`src/rtl/vector_bram_writer_pkg.sv`:
```
// Shared types and helpers for vector_bram_writer.
// Contents: FSM state enum, default tail-fill pattern, and the last-address
// helper that sizes one pass.
package vector_bram_writer_pkg;

  typedef enum logic {
    IDLE  = 1'b0,
    WRITE = 1'b1
  } state_e;

  localparam logic [31:0] DEFAULT_FILL_WORD = 32'hDEAD_FEED;

  // Address of the final word written in a pass.
  function automatic int unsigned last_addr(input int unsigned vlen,
                                            input int unsigned depth,
                                            input bit          fill_tail);
    return fill_tail ? (depth - 1) : (vlen - 1);
  endfunction

endpackage

```
`src/rtl/vbw_refresh_timer.sv`:
```
// Free-running refresh timer for vector_bram_writer.
// Ports:
//   clk, rst_n : clock, asynchronous active-low reset
//   o_tick     : high for one cycle whenever the counter is all ones;
//                constant 0 when REFRESH_LOG2 = 0
// The counter wraps and is never cleared except by reset.
module vbw_refresh_timer #(
  parameter int unsigned REFRESH_LOG2 = 16
) (
  input  logic clk,
  input  logic rst_n,
  output logic o_tick
);

  // Keep at least one counter bit so the disabled build stays legal.
  localparam int unsigned CW = (REFRESH_LOG2 == 0) ? 1 : REFRESH_LOG2;
  localparam logic [CW-1:0] ALL_ONES = '1;
  localparam logic [CW-1:0] PRE_TICK = ALL_ONES - CW'(1);

  logic [CW-1:0] r_cnt;
  logic          r_tick;

  // Tick is registered one step early so it is high exactly while the
  // counter holds all ones.
  always_ff @(posedge clk or negedge rst_n) begin
    if (!rst_n) begin
      r_cnt  <= '0;
      r_tick <= 1'b0;
    end else begin
      r_cnt  <= r_cnt + CW'(1);
      r_tick <= (REFRESH_LOG2 != 0) && (r_cnt == PRE_TICK);
    end
  end

  assign o_tick = r_tick;

endmodule

```
`src/rtl/vector_bram_writer.sv`:
```
// Snapshots a packed vector of VLEN words and streams it, one word per
// clock, into BRAM port B starting at address 0, optionally filling the
// remaining addresses up to DEPTH-1 with FILL_WORD.
// Ports:
//   clk, rst_n  : clock, asynchronous active-low reset
//   vec         : packed input, word k = vec[DWIDTH*k +: DWIDTH]
//   start       : single-cycle pass request
//   bram_addr   : port-B word address
//   bram_din    : port-B write data
//   bram_we     : port-B write enable
//   busy        : high while a pass is writing
//   done        : high on the cycle the last word of a pass is on the port
//   pass_count  : completed passes, wrapping
// Optional macro VECTOR_BRAM_WRITER_CHANGE_DETECT_EN: when defined, any
// difference between vec and the held snapshot also requests a pass.
module vector_bram_writer
  import vector_bram_writer_pkg::*;
#(
  parameter int unsigned VLEN         = 1,
  parameter int unsigned DWIDTH       = 32,
  parameter int unsigned AWIDTH       = 11,
  parameter int unsigned DEPTH        = 2048,
  parameter bit          FILL_TAIL    = 1'b1,
  parameter logic [31:0] FILL_WORD    = DEFAULT_FILL_WORD,
  parameter int unsigned REFRESH_LOG2 = 16
) (
  input  logic                   clk,
  input  logic                   rst_n,
  input  logic [DWIDTH*VLEN-1:0] vec,
  input  logic                   start,
  output logic [AWIDTH-1:0]      bram_addr,
  output logic [DWIDTH-1:0]      bram_din,
  output logic                   bram_we,
  output logic                   busy,
  output logic                   done,
  output logic [15:0]            pass_count
);

  localparam int unsigned        LAST   = last_addr(VLEN, DEPTH, FILL_TAIL);
  localparam logic [AWIDTH-1:0]  LAST_A = AWIDTH'(LAST);
  localparam logic [DWIDTH-1:0]  FILL_D = DWIDTH'(FILL_WORD);

  if (!((VLEN >= 1) && (VLEN <= DEPTH) &&
        (64'(DEPTH) <= (64'd1 << AWIDTH)))) begin : g_bad_params
    $error("vector_bram_writer: need 1 <= VLEN <= DEPTH <= 2**AWIDTH");
  end

  state_e                 r_state;
  logic [DWIDTH*VLEN-1:0] r_snapshot;
  logic [AWIDTH-1:0]      r_addr;
  logic [DWIDTH-1:0]      r_din;
  logic                   r_we;
  logic                   r_busy;
  logic                   r_done;
  logic                   r_pending;
  logic [15:0]            r_pass_count;

  logic                   w_tick;
  logic                   w_change;
  logic                   w_request;
  logic [AWIDTH-1:0]      w_next_addr;
  logic [DWIDTH-1:0]      w_next_word;

  vbw_refresh_timer #(
    .REFRESH_LOG2 (REFRESH_LOG2)
  ) u_refresh (
    .clk    (clk),
    .rst_n  (rst_n),
    .o_tick (w_tick)
  );

`ifdef VECTOR_BRAM_WRITER_CHANGE_DETECT_EN
  assign w_change = (vec != r_snapshot);
`else
  assign w_change = 1'b0;
`endif

  // New requests arriving now; pending is added separately in IDLE.
  assign w_request   = start | w_tick | w_change;
  assign w_next_addr = r_addr + AWIDTH'(1);

  // Word-select mux: snapshot words first, fill pattern beyond VLEN.
  always_comb begin
    w_next_word = FILL_D;
    for (int unsigned k = 0; k < VLEN; k++) begin
      if (w_next_addr == AWIDTH'(k)) begin
        w_next_word = r_snapshot[DWIDTH*k +: DWIDTH];
      end
    end
  end

  // Pass sequencer; done is registered one cycle ahead so it coincides
  // with the final word being on the port.
  always_ff @(posedge clk or negedge rst_n) begin
    if (!rst_n) begin
      r_state      <= IDLE;
      r_snapshot   <= '0;
      r_addr       <= '0;
      r_din        <= '0;
      r_we         <= 1'b0;
      r_busy       <= 1'b0;
      r_done       <= 1'b0;
      r_pending    <= 1'b0;
      r_pass_count <= '0;
    end else begin
      case (r_state)
        IDLE: begin
          if (w_request || r_pending) begin
            r_snapshot <= vec;
            r_addr     <= '0;
            r_din      <= vec[DWIDTH-1:0];
            r_we       <= 1'b1;
            r_busy     <= 1'b1;
            r_done     <= (LAST_A == '0);
            r_pending  <= 1'b0;
            r_state    <= WRITE;
          end else begin
            r_we <= 1'b0;
          end
        end
        WRITE: begin
          // Requests during a pass merge into a single follow-up pass.
          if (w_request) begin
            r_pending <= 1'b1;
          end
          if (r_addr == LAST_A) begin
            r_we         <= 1'b0;
            r_busy       <= 1'b0;
            r_done       <= 1'b0;
            r_pass_count <= r_pass_count + 16'd1;
            r_state      <= IDLE;
          end else begin
            r_addr <= w_next_addr;
            r_din  <= w_next_word;
            r_done <= (w_next_addr == LAST_A);
          end
        end
        default: begin
          r_state <= IDLE;
          r_we    <= 1'b0;
          r_busy  <= 1'b0;
          r_done  <= 1'b0;
        end
      endcase
    end
  end

  assign bram_addr  = r_addr;
  assign bram_din   = r_din;
  assign bram_we    = r_we;
  assign busy       = r_busy;
  assign done       = r_done;
  assign pass_count = r_pass_count;

endmodule

```
`config.mk`:
```
export PLATFORM = sky130hd
export DESIGN_NAME = vector_bram_writer
export DESIGN_NICKNAME = d
export VERILOG_FILES = /design/src/rtl/vector_bram_writer_pkg.sv /design/src/rtl/vbw_refresh_timer.sv /design/src/rtl/vector_bram_writer.sv
export SDC_FILE = /design/constraint.sdc
export NUM_CORES = 1
export LEC_CHECK = 0
export CORE_ASPECT_RATIO = 1.4
export CORE_MARGIN = 5
export CORE_UTILIZATION = 52
export DETAILED_ROUTE_END_ITERATION = 12
export PLACE_DENSITY = 0.8
export SLEW_MARGIN = 15
export SYNTH_ARGS = -nofsm -noshare
export SYNTH_HDL_FRONTEND = slang
export SYNTH_HIERARCHICAL = 1
export SYNTH_SLANG_ARGS = --single-unit
```
`constraint.sdc`:
```
create_clock -name clk -period 2.43 [get_ports clk]
set_input_delay 0.243 -clock clk [delete_from_list [all_inputs] [get_ports clk]]
set_output_delay 0.243 -clock clk [all_outputs]
set_load 0.02 [all_outputs]
```
==> results.md <==
Min path
• worst min path class: in2async

STA
• Layout Skew: 0.007260 ns
• Final Hold Viols: 0
• final setup vio count: 0
• setup repair after global routing missed its margin: no
• time the worst path needs with I/O delays and setup: 2.264 ns
• fmax: 0.4417 GHz
• transition time at the pin with the least slew margin: 1.070 ns
• final number of max-transition violations: 0
• share of the clock period used by the worst path after layout: 93.17%
• relative slew slack: 28.49%
• Post-Route Setup TNS: 0 ns

CTS
• Root Buffer Master: sky130_fd_sc_hd__clkbuf_16
• sink count of the clock tree: 113
• clock buffer count from CTS: 17
• clk_lat worst skew: 0.41 ns
• number of levels the H-tree was split into: 4
• post-cts repair resize count: 0
• Max clock buf depth: 2
• clock-pin transition on the worst setup and hold timing paths: 0.05 ns
• CTS tree: yes

Routing
• DR vias/cell: 5.521
• final wirelength: 12170 um
• antenna-violating nets left: 0
• Via Count: 3909
• residual DRC count: 0
• routed length per placed instance: 17.18 um
• first-pass iteration count of the detailed router: 5
• initial DRC count: 223

Logic synthesis
• sequential cell area fraction in the yosys report: 54.37%
• flip-flop cell with the highest count after synthesis: sky130_fd_sc_hd__dfrtp_1
• EDFF count, synth: 0
• Yosys warning count: 6
• share of async-settable or async-resettable flops after synthesis: 100.0%
• count of distinct cell types in the synthesized netlist: 41
• net count after synthesis: 505
• register bit total from synthesis: 113
• Cells after Synth: 464
• mean instance size in the synthesized netlist: 11.21 um2
• post-synthesis instance area: 5201 um2

Pwr
• Static Leakage: 2.999 nW
• relative contribution of sequential cells to total power: 38.4%
• Pwr Total: 5.851 mW
• design internal power: 4.376 mW
• relative contribution of the clock network to total power: 46.8%
• net switching power: 1.475 mW
• proportion of power drawn by combinational gates: 14.8%
• Switching Fraction: 25.22%
• Worst VDD drop: 628.7 uV
• Pwr per Cell Area: 847.3 nW/um2

Die
• Die Width: 94.53 um
• number of rows in the core area: 43
• floorplan core area: 9846 um2
• initial standard-cell utilization of the core: 52.83%
• y dimension of the die: 128.3 um
• I/O pin count: 97
• overall die area: 12130 um2

Global routing
• all-layer global routing usage: 21.20%
• pin count of the biggest net entering global routing: 52
• antenna violations before repair: 0
• global-route wire length before repair: 20000 um
• overall overflow remaining after global route: 0
• vias in the first global route: 4139

Worst setup path
• endpoint required time on the critical path: 2.74 ns
• WP data arrival: 2.58 ns
• r2r setup slk: 0.17 ns
• Setup CP Type: reg2reg
• destination of the critical timing path: bram_din[21]
• Setup crit start: bram_addr[1]
• reg-to-reg endpoint: bram_din[21]
• startpoint types: flop
• Max Fanout on Critical Path: 32
• startpoint of the worst register-to-register path: bram_addr[1]
• Crit. End Element: flop
• number of cells on the worst reg-to-reg path: 7

Cells and area
• multi-input gate area in the final layout: 2145 um2
• number of antenna diodes: 0
• area used by sequential logic in the layout: 2828 um2
• fraction of layout cells with a size suffix above 1: 17.10%
• utilization of the core after routing: 70.14%
• number of filler cells placed in the layout: 700
• area grow syn2layout: 32.76%
• commonest cells after routing, fill and taps aside: sky130_fd_sc_hd__dfrtp_1 (113), sky130_fd_sc_hd__clkdlybuf4s50_1 (95), sky130_fd_sc_hd__nand2_1 (68)
• number of nets in the layout: 602
• most common cell after layout, fill and taps aside: sky130_fd_sc_hd__dfrtp_1

Place
• Routability Congestion: 0.8666
• number of I/O port buffers: 96
• half-perimeter wire length after placement: 7709 um

Status
• outcome: complete, no violations

Job
• Max-Cap Viols: 0

[logic make-up (layout without fill, tap and decap cells)]
kind of cell,count (synthesis),in the layout,share of synthesized area (%)
compound gates,96,96,14.31
fa+ha+maj,6,6,1.443
buf+inv,45,154,4.547
mux,26,26,5.629
simple gates,145,145,14.14
flops,113,113,54.37
xor+xnor,33,33,5.557
[cell usage after synthesis, drive strengths merged (14+ instances only)]
master   number  area (um2)
dfrtp       113        2828
nand2        68       255.2
o21ai        42       214.0
mux2         26       292.8
a2bb2oi      24       285.3
xor2         18       157.7
inv          17       63.81
buf          15       123.9
nor2         15       56.30
xnor2        15       131.4
nand3        14       70.07
[power by group through the flow]
stage | Clock, mW | Sequential (mW) | Combinational [mW]
2_1_floorplan | 0 | 2.29 | 0.486
3_3_place_gp | 0 | 2.26 | 0.839
6_report | 2.74 | 2.25 | 0.869
4_1_cts | 2.75 | 2.24 | 0.875
3_5_place_dp | 0 | 2.27 | 0.863
5_1_grt | 2.85 | 2.27 | 0.935
[layout make-up]
type / instances / share of cell area (%)
multi-input combinational: 306 / 31.06
clock inverter: 10 / 2.627
clock buffer: 21 / 6.813
timing repair buffer: 106 / 15.18
tap: 135 / 2.446
inverter: 17 / 0.9241
sequential: 113 / 40.95
[worst min-delay path by stage]
stage | startpoint | to | slack, ns | depth (start not counted)
final | rst_n | bram_addr[4] | 0.43 | 2
after floorplan | rst_n | bram_addr[0] | -0.05 | 0
after global routing | vec[5] | r_snapshot[5] | 0.47 | 2
after CTS | rst_n | bram_we | 0.44 | 2
after detailed placement | rst_n | pass_count[9] | 0.33 | 1
after global placement | rst_n | pass_count[11] | 0.32 | 1
[stage by stage]
stage	worst slack, ns	cells	hold slack (ns)	cell area [um2]
global placement	0.2074	676	0.3156	6243
CTS	0.1612	708	0.4368	6905
floorplan	0.3191	464	-0.05259	5201
finish	0.1661	708	0.4268	6905
detailed placement	0.1586	676	0.3292	6243
global route	0.05223	708	0.4668	6905
[critical path, stage by stage (launching register included)]
cell and delay, ns:
sky130_fd_sc_hd__dfrtp_1 0.35, sky130_fd_sc_hd__ha_1 0.38, sky130_fd_sc_hd__and2_1 0.23, sky130_fd_sc_hd__and4_4 0.31, sky130_fd_sc_hd__a211oi_2 0.07, sky130_fd_sc_hd__nand4_2 0.13, sky130_fd_sc_hd__buf_4 0.45, sky130_fd_sc_hd__a2bb2oi_1 0.24
[flip-flops by register name, summed over array words and instances, names as in the netlist]
| name | flops |
|---|---|
| bram_din | 32 |
| r_snapshot | 32 |
| pass_count | 16 |
| u_refresh/r_cnt | 16 |
| bram_addr | 11 |
| bram_we | 1 |
| busy | 1 |
| done | 1 |
| r_pending | 1 |
| r_state | 1 |
| u_refresh/o_tick | 1 |
[routing by layer]
| metal | global-route usage [%] | vias up | share of wire (%) |
|---|---|---|---|
| met5 | 0 | - | 0 |
| met1 | 24.60 | 1941 | 40 |
| met4 | 9.771 | 0 | 2.5 |
| met2 | 36.58 | 127 | 53 |
| met3 | 5.380 | 28 | 5.0 |
| li1 | - | 1813 | - |
[repair_timing]
action                    4_1_cts  5_1_grt
buffers inserted                0        0
hold buffers                    1        0
hold endpoints to repair       49        0
Power figures use the tool's default switching activity.
